### src/rtl/seq_ripple_subtractor.sv
// seq_ripple_subtractor: multi-cycle ripple-borrow subtractor, diff = a - b - bin.
// Works on SLICE bits per clock, LSB slice first, with the borrow kept in a
// register between slices. Results and flags are published together on the
// single cycle that enters DONE and then held until the next completed operation.
module seq_ripple_subtractor #(
   parameter int WIDTH = 16,
   parameter int SLICE = 4
) (
   input  logic             clk,
   input  logic             rst_n,
   input  logic             start,
   input  logic [WIDTH-1:0] a,
   input  logic [WIDTH-1:0] b,
   input  logic             bin,
   output logic             busy,
   output logic             done,
   output logic [WIDTH-1:0] diff,
   output logic             bout,
   output logic             zero,
   output logic             ovf
);

   localparam int N  = WIDTH / SLICE;
   localparam int CW = (N > 1) ? $clog2(N) : 1;
   localparam logic [CW-1:0] LAST_SLICE = CW'(N - 1);

   generate
      if (WIDTH < 2) begin : g_bad_width
         $error("seq_ripple_subtractor: WIDTH must be >= 2");
      end
      if ((SLICE < 1) || ((WIDTH % SLICE) != 0)) begin : g_bad_slice
         $error("seq_ripple_subtractor: WIDTH must be a multiple of SLICE");
      end
   endgenerate

   typedef enum logic [1:0] {
      ST_IDLE = 2'd0,
      ST_RUN  = 2'd1,
      ST_DONE = 2'd2
   } state_t;

   // One full-subtractor cell: returns {borrow_out, difference}.
   function automatic logic [1:0] full_sub(input logic x, input logic y, input logic bi);
      logic d;
      logic bo;
      d  = x ^ y ^ bi;
      bo = (~x & y) | (~(x ^ y) & bi);
      return {bo, d};
   endfunction

   state_t           state_q, state_d;
   logic [WIDTH-1:0] a_q, a_d;
   logic [WIDTH-1:0] b_q, b_d;
   logic             borrow_q, borrow_d;
   logic [CW-1:0]    cnt_q, cnt_d;
   logic [WIDTH-1:0] res_q, res_d;
   logic [WIDTH-1:0] diff_q, diff_d;
   logic             bout_q, bout_d;
   logic             zero_q, zero_d;
   logic             ovf_q, ovf_d;
   logic             busy_q, busy_d;
   logic             done_q, done_d;

   logic [SLICE-1:0] a_slc_s;
   logic [SLICE-1:0] b_slc_s;
   logic [SLICE-1:0] d_slc_s;
   logic             msb_bin_s;   // borrow into the top bit of the current slice
   logic             slc_bout_s;  // borrow out of the current slice

   // Ripple chain over the current slice, fed by the stored borrow.
   always_comb begin
      logic       brw_s;
      logic [1:0] cell_s;
      a_slc_s   = a_q[int'(cnt_q) * SLICE +: SLICE];
      b_slc_s   = b_q[int'(cnt_q) * SLICE +: SLICE];
      d_slc_s   = '0;
      brw_s     = borrow_q;
      cell_s    = 2'b00;
      for (int i = 0; i < SLICE - 1; i++) begin
         cell_s     = full_sub(a_slc_s[i], b_slc_s[i], brw_s);
         d_slc_s[i] = cell_s[0];
         brw_s      = cell_s[1];
      end
      // Top cell handled separately so its borrow-in is visible for overflow.
      msb_bin_s          = brw_s;
      cell_s             = full_sub(a_slc_s[SLICE-1], b_slc_s[SLICE-1], brw_s);
      d_slc_s[SLICE-1]   = cell_s[0];
      slc_bout_s         = cell_s[1];
   end

   // Next-state, datapath and output-register update logic.
   always_comb begin
      state_d  = state_q;
      a_d      = a_q;
      b_d      = b_q;
      borrow_d = borrow_q;
      cnt_d    = cnt_q;
      res_d    = res_q;
      diff_d   = diff_q;
      bout_d   = bout_q;
      zero_d   = zero_q;
      ovf_d    = ovf_q;
      busy_d   = 1'b0;
      done_d   = 1'b0;
      case (state_q)
         ST_IDLE, ST_DONE: begin
            if (start) begin
               state_d  = ST_RUN;
               a_d      = a;
               b_d      = b;
               borrow_d = bin;
               cnt_d    = '0;
               res_d    = '0;
               busy_d   = 1'b1;
            end else begin
               state_d  = ST_IDLE;
            end
         end
         ST_RUN: begin
            res_d[int'(cnt_q) * SLICE +: SLICE] = d_slc_s;
            borrow_d = slc_bout_s;
            if (cnt_q == LAST_SLICE) begin
               // Final slice: publish result and flags together.
               state_d = ST_DONE;
               cnt_d   = '0;
               done_d  = 1'b1;
               diff_d  = res_d;
               bout_d  = slc_bout_s;
               zero_d  = (res_d == {WIDTH{1'b0}});
               ovf_d   = msb_bin_s ^ slc_bout_s;
            end else begin
               cnt_d   = cnt_q + 1'b1;
               busy_d  = 1'b1;
            end
         end
         default: begin
            state_d = ST_IDLE;
         end
      endcase
   end

   // State, datapath and output registers with asynchronous clear.
   always_ff @(posedge clk or negedge rst_n) begin
      if (!rst_n) begin
         state_q  <= ST_IDLE;
         a_q      <= '0;
         b_q      <= '0;
         borrow_q <= 1'b0;
         cnt_q    <= '0;
         res_q    <= '0;
         diff_q   <= '0;
         bout_q   <= 1'b0;
         zero_q   <= 1'b0;
         ovf_q    <= 1'b0;
         busy_q   <= 1'b0;
         done_q   <= 1'b0;
      end else begin
         state_q  <= state_d;
         a_q      <= a_d;
         b_q      <= b_d;
         borrow_q <= borrow_d;
         cnt_q    <= cnt_d;
         res_q    <= res_d;
         diff_q   <= diff_d;
         bout_q   <= bout_d;
         zero_q   <= zero_d;
         ovf_q    <= ovf_d;
         busy_q   <= busy_d;
         done_q   <= done_d;
      end
   end

   assign busy = busy_q;
   assign done = done_q;
   assign diff = diff_q;
   assign bout = bout_q;
   assign zero = zero_q;
   assign ovf  = ovf_q;

endmodule
### config.mk
export PLATFORM = sky130hd
export DESIGN_NAME = seq_ripple_subtractor
export DESIGN_NICKNAME = d
export VERILOG_FILES = /design/src/rtl/seq_ripple_subtractor.sv
export SDC_FILE = /design/constraint.sdc
export NUM_CORES = 1
export LEC_CHECK = 0
export BUFFER_PORTS_ARGS = -buffer_cell sky130_fd_sc_hd__buf_2
export CORE_ASPECT_RATIO = 0.8
export CORE_UTILIZATION = 50
export CTS_CLUSTER_DIAMETER = 30
export DETAILED_ROUTE_END_ITERATION = 10
export GPL_TIMING_DRIVEN = 0
export HOLD_SLACK_MARGIN = 0.06
export PLACE_DENSITY = 0.85
export REMOVE_ABC_BUFFERS = 1
export SLEW_MARGIN = 10
export SYNTH_ARGS = -nofsm -noshare
export SYNTH_HDL_FRONTEND = slang
export SYNTH_SLANG_ARGS = --single-unit
### constraint.sdc
create_clock -name clk -period 3.35 [get_ports clk]
set_clock_uncertainty 0.05 [all_clocks]
set_input_delay 0.5025 -clock clk [delete_from_list [all_inputs] [get_ports clk]]
set_output_delay 0.5025 -clock clk [all_outputs]
set_load 0.005 [all_outputs]
==> qor.yml, run 1 <==
run_status: "finished with violations"
failed_checks: "negative setup slack"
grt_max_degree: 52
max_freq_mhz: 291
slew_viol_final: 0
synth_edf_count: 0
ys_types: 32
max_slew.worst_pin.slew_ns: 0.969
critPathRequiredTime_ns: 3.59
crit_arrival_ns: 3.68
post-route-drc-count: 0
ys_warn_count: 0
reg2reg_depth: 11
drive_gt1_share_pct: 42.6
insertion_delay_ns: 0.35
grtUsageTotal_pct: 22.0
area_delta_synth_final_pct: 22.1
min_path_cells: 2
gp_congestion: 0.777
worst_path_max_delay_cell: "fa_2"
drt_iter0_markers: 106
crit_chain: "mux4_2, inv_2, fa_2, inv_2, fa_2, fa_2, fa_2, a31oi_4, nand4_1, nor3_2, a32o_2"
crit_top_cell: "fa_2"
avgSynthCellArea_um2: 12.4
grt_overflow_total: 0
dr_total_vias: 2286
ctsLongestPathBuffers: 2
num_rows: 26
cts_buffers: 9
final_cell_mix: "72 x dfrtp_1, 55 x buf_2, 35 x nand2_1, 32 x mux2_2, 31 x o21ai_0"
cts_tree: "done"
vias_per_cell: 5.39
diodes: 0
synthArstFlopShare_pct: 100
start_util_pct: 52.1
antenna_found_initial: 0
hold_path_class: "input pin to flip-flop"
worst-setup-path-type: "flip-flop to flip-flop"
layout.nets: 381
cts_htree_levels: 3
whs_ns: 0.335
setup_violations: 1
max_cap_viol_count: 0
final_hold_viol_count: 0
yosysSeqAreaShare_pct: 55.2
drtPass1Iterations: 4
ir_drop_uv: 531
crit_path_end_kind: "flip-flop"
die_h_um: 75.2
wl_mm: 6.67
grt_pass1_wl_mm: 11.5
portBuffers: 56
die_w_um: 93.6
dpl.hpwl_mm: 4.52
io_pins: 57
leakagePower_nw: 1.90
finalCritPeriodShare_pct: 103
layout_commonest_cell: "dfrtp_1"
postRouteAntennaNets: 0
period_minus_slack_ns: 3.44
clkTransAtPathRegs_ns: 0.08
finalPower_mw: 4.64
cts_root_buffer: "clkbuf_8"
slowest_delay_ns: 0.54
coreArea_um2: 6440
clkSinkCount: 74
die_area_um2: 7040
rsz0062_at_grt: "true"
start_kind: "flip-flop"
power_density_nw_per_um2: 1130
wire_per_inst_um: 15.7
critPathMaxFanout: 4
ys_ff_latch: 74
layout_setup_ws_ns: -0.0918
fillers: 505
grt_pass1_vias: 2485
maxSlewHeadroom_pct: 35.3
syn_area_um2: 3350
ys.flop_type: "dfrtp_1"
netlist_instances: 270
## worst paths after layout
path	from	to	slack, ns
min in group asynchronous	rst_n	res_q[7]	0.55
max in group asynchronous	rst_n	cnt_q[0]	2.12
worst min register to register	diff[8]	diff[8]	0.43
worst max register to register	cnt_q[0]	zero	-0.09
worst max-delay path	cnt_q[0]	zero	-0.09
worst min-delay path	b[12]	b_q[12]	0.34
## routing by layer
layer	GRT usage (%)	vias to the layer above	part of all wire (%)
met5	0	-	0
met2	36.1	61	47
li1	-	1078	-
met1	26.7	1139	45
met4	8.21	0	1.1
met3	8.79	8	6.6
## final cells by class
class,count,area [um^2],area share [%]
Tap cell,84,105,2.57
Clock buffer,11,141,3.45
Multi-Input combinational cell,174,1480,36.1
Clock inverter,5,77.6,1.89
Sequential cell,74,1860,45.4
Inverter,10,37.5,0.917
Timing Repair Buffer,66,397,9.69
## metrics by stage
stage / cells / setup TNS, ns / setup WS (ns) / util (%) / area (um^2)
after floorplan: 258 / -0.496 / -0.332 / - / 3300
after global routing: 424 / -0.163 / -0.163 / 63.6 / 4090
after global placement: 398 / -12.60 / -0.862 / 57.2 / 3690
after detailed placement: 400 / -5.24 / -0.928 / 58.1 / 3740
final: 424 / -0.0918 / -0.0918 / 63.6 / 4090
after CTS: 422 / -0.103 / -0.103 / 63.2 / 4070
## cells in the mapped netlist, types with 2 or more instances
| cell type | count | share of area, % |
|---|---|---|
| mux4_2 | 8 | 5.4 |
| and2b_1 | 7 | 1.6 |
| buf_2 | 6 | 0.90 |
| o21bai_1 | 2 | 0.45 |
| and2b_4 | 5 | 1.5 |
| inv_1 | 10 | 1.1 |
| nand4_1 | 2 | 0.37 |
| nor2_1 | 3 | 0.34 |
| nor2b_1 | 6 | 1.1 |
| mux2_2 | 32 | 11 |
| dfrtp_1 | 74 | 55 |
| nor3b_2 | 3 | 1.1 |
| ha_1 | 6 | 2.2 |
| clkbuf_1 | 6 | 0.67 |
| a31oi_1 | 15 | 2.8 |
| nand2_1 | 35 | 3.9 |
| o21ai_0 | 32 | 4.8 |
| fa_1 | 4 | 2.4 |
## flip-flops by register name, summed over array words and instances, names as in the netlist
name / flops
a_q: 16
b_q: 16
borrow_q: 1
bout: 1
busy: 1
cnt_q: 2
diff: 16
done: 1
ovf: 1
res_q: 16
state_q: 2
zero: 1
## critical path: cells and delay by family, from the launching register on
kind / cells / cell delay (ns)
mux: 1 / 0.51
fa+ha+maj: 4 / 1.49
flops: 1 / 0.44
compound gates: 2 / 0.42
simple gates: 2 / 0.36
buf+inv: 2 / 0.11
## power by group
group	switching (mW)	total (mW)	internal, mW
Sequential	0.225	1.52	1.29
Clock	0.324	0.762	0.437
Combinational	1.23	2.36	1.13
Total	1.78	4.64	2.86
## what timing repair did
item                                    CTS  global route
endpoints found under the setup margin   20             3
buffers inserted                          5             2
hold buffers                              1             0
pin swaps                                 4             7
gates resized for setup                  14             4
endpoints found under the hold margin    23             0
## cell families after synthesis
family / after synthesis / synth area share, %
DFF: 74 / 55.2
and+or+nand+nor: 68 / 11.4
xor gates and xnor gates: 1 / 0.261
adders and majority gates: 10 / 4.63
buffers and inverters: 22 / 2.69
AOI/OAI and AO/OA: 55 / 9.66
muxes: 40 / 16.1
Note: power is estimated with default switching activity, not from simulation.
==> run 2, diff against run 1 <==
--- a/config.mk
+++ b/config.mk
@@ -5,14 +5,14 @@
 export SDC_FILE = /design/constraint.sdc
 export NUM_CORES = 1
 export LEC_CHECK = 0
-export BUFFER_PORTS_ARGS = -buffer_cell sky130_fd_sc_hd__buf_2
 export CORE_ASPECT_RATIO = 0.8
 export CORE_UTILIZATION = 50
 export CTS_CLUSTER_DIAMETER = 30
 export DETAILED_ROUTE_END_ITERATION = 10
+export DONT_BUFFER_PORTS = 1
 export GPL_TIMING_DRIVEN = 0
 export HOLD_SLACK_MARGIN = 0.06
-export PLACE_DENSITY = 0.85
+export PLACE_DENSITY = 0.78
 export REMOVE_ABC_BUFFERS = 1
 export SLEW_MARGIN = 10
 export SYNTH_ARGS = -nofsm -noshare
==> qor.yml, run 2 (same netlist as run 1, synthesis figures left out) <==
run_status: "finished with violations"
failed_checks: "negative setup slack"
dr_total_vias: 2077  # -9.1%
die_area_um2: 7040  # unchanged
fin_util_pct: 58.4  # -5.1 points
finalCritPeriodShare_pct: 101  # -1.6 points
max_slew.worst_pin.slew_ns: 0.992  # +0.0236 ns
wire_per_inst_um: 17.6  # +12%
coreArea_um2: 6440  # unchanged
layout.nets: 324  # -15%
cts_buffers: 9  # unchanged
rsz0062_at_grt: "true"
layout_setup_ws_ns: -0.0380  # +0.0538 ns
crit_arrival_ns: 3.57  # -0.11 ns
fin_area_um2: 3760  # -8.0%
r2r_end: "zero"
grt_pass1_vias: 2173  # -13%
grt_overflow_total: 0  # unchanged
start_kind: "flip-flop"
r2r-start: "cnt_q[0]"
grt_pass1_wl_mm: 10.7  # -7.0%
maxSlewHeadroom_pct: 33.7  # -1.6 points
reg2reg_depth: 11  # unchanged
grt_max_degree: 75  # +44%
cts_htree_levels: 3  # unchanged
power_density_nw_per_um2: 1170  # +3.0%
wl_mm: 6.43  # -3.6%
finalPower_mw: 4.39  # -5.3%
grtUsageTotal_pct: 21.0  # -1.0 points
leakagePower_nw: 1.64  # -14%
final_cell_mix: "72 x dfrtp_1, 35 x nand2_1, 32 x mux2_2, 31 x o21ai_0, 12 x a31oi_1"
die_w_um: 93.6  # unchanged
num_rows: 26  # unchanged
crit_path_end_kind: "flip-flop"
drive_gt1_share_pct: 30.1  # -13 points
ir_drop_uv: 633  # +19%
antenna_found_initial: 0  # unchanged
cts_tree: "done"
fillers: 520  # +3.0%
dpl.hpwl_mm: 4.22  # -6.7%
period_minus_slack_ns: 3.39  # -0.0538 ns
portBuffers: 0  # -100%
critPathMaxFanout: 4  # unchanged
ctsLongestPathBuffers: 2  # unchanged
post_dp_cell_area_um2: 3440  # -8.1%
crit_start: "cnt_q[0]"
final_hold_viol_count: 0  # unchanged
max_freq_mhz: 295  # +1.6%
clkTransAtPathRegs_ns: 0.07  # about the same
vias_per_cell: 5.67  # +5.3%
diodes: 0  # unchanged
insertion_delay_ns: 0.34  # about the same
area_delta_synth_final_pct: 12.3
start_util_pct: 52.1  # unchanged
worst-setup-path-type: "flip-flop to flip-flop"
postRouteAntennaNets: 0  # unchanged
layout_commonest_cell: "dfrtp_1"
slew_viol_final: 0  # unchanged
hold_path_class: "input pin to flip-flop"
drtPass1Iterations: 4  # unchanged
io_pins: 57  # unchanged
die_h_um: 75.2  # unchanged
drt_iter0_markers: 149  # +41%
gp_congestion: 0.795  # +2.3%
rrSetupSlack_ns: -0.04  # +0.05 ns
clkSinkCount: 74  # unchanged
setup_violations: 1  # unchanged
post-route-drc-count: 0  # unchanged
endpoint: "zero"
critPathRequiredTime_ns: 3.53  # -0.06 ns
max_cap_viol_count: 0  # unchanged
cts_root_buffer: "clkbuf_8"
-- run 2: final cells by class --
| class | count | area (um^2) | share of cell area (%) |
|---|---|---|---|
| sequential | 74 | 1860 | 49.3 |
| multi-input combinational | 174 | 1490 | 39.4 |
| clock buffer | 12 | 155 | 4.12 |
| timing repair buffer | 9 | 110 | 2.92 |
| tap | 84 | 105 | 2.79 |
| inverter | 10 | 37.5 | 0.997 |
| clock inverter | 3 | 15.0 | 0.399 |
-- run 2: worst min path at each step --
stage,startpoint,endpoint,slack [ns],cells after the start
3_3_place_gp,rst_n,diff[3],0.16,0
4_1_cts,a[11],a_q[11],0.24,1
5_1_grt,a[7],a_q[7],0.23,1
3_5_place_dp,rst_n,diff[4],0.16,0
2_1_floorplan,rst_n,a_q[0],0.16,0
6_report,a[11],a_q[11],0.26,1
-- run 2: layer usage --
metal | vias to the layer above | global-route usage [%] | wire (um)
met3 | 8 | 9.80 | 469
met4 | 0 | 7.52 | 97
met5 | - | 0 | 0
met1 | 1045 | 25.3 | 2840
met2 | 56 | 33.7 | 3030
li1 | 968 | - | -
-- run 2: through the flow --
| step | std cells | hold slack, ns | TNS, ns | setup WS (ns) |
|---|---|---|---|---|
| after floorplan | 258 | 0.157 | -0.496 | -0.332 |
| after global placement | 342 | 0.159 | -12.23 | -0.952 |
| after detailed placement | 343 | 0.159 | -5.38 | -0.955 |
| after CTS | 364 | 0.241 | -0.112 | -0.112 |
| after global routing | 366 | 0.230 | -0.187 | -0.150 |
| final | 366 | 0.257 | -0.0380 | -0.0380 |
-- run 2: what timing repair did --
item	in CTS	in global routing
pin swaps	4	5
gates resized for setup	15	1
buffers inserted	4	2
hold endpoints to repair	74	0
hold buffers	2	0
setup endpoints to repair	18	3
-- run 2: worst max-delay path: stages (launching register included) --
cell	delay, ns
dfrtp_4	0.43
mux4_2	0.52
inv_2	0.08
fa_1	0.16
inv_1	0.05
fa_2	0.33
fa_2	0.38
fa_2	0.70
a31oi_4	0.14
nand4_1	0.12
nor3_2	0.06
a32o_2	0.25
-- run 2: where the power goes --
part           switching [mW]  internal, mW
registers               0.255          1.30
clock network           0.305         0.302
logic                    1.19          1.04
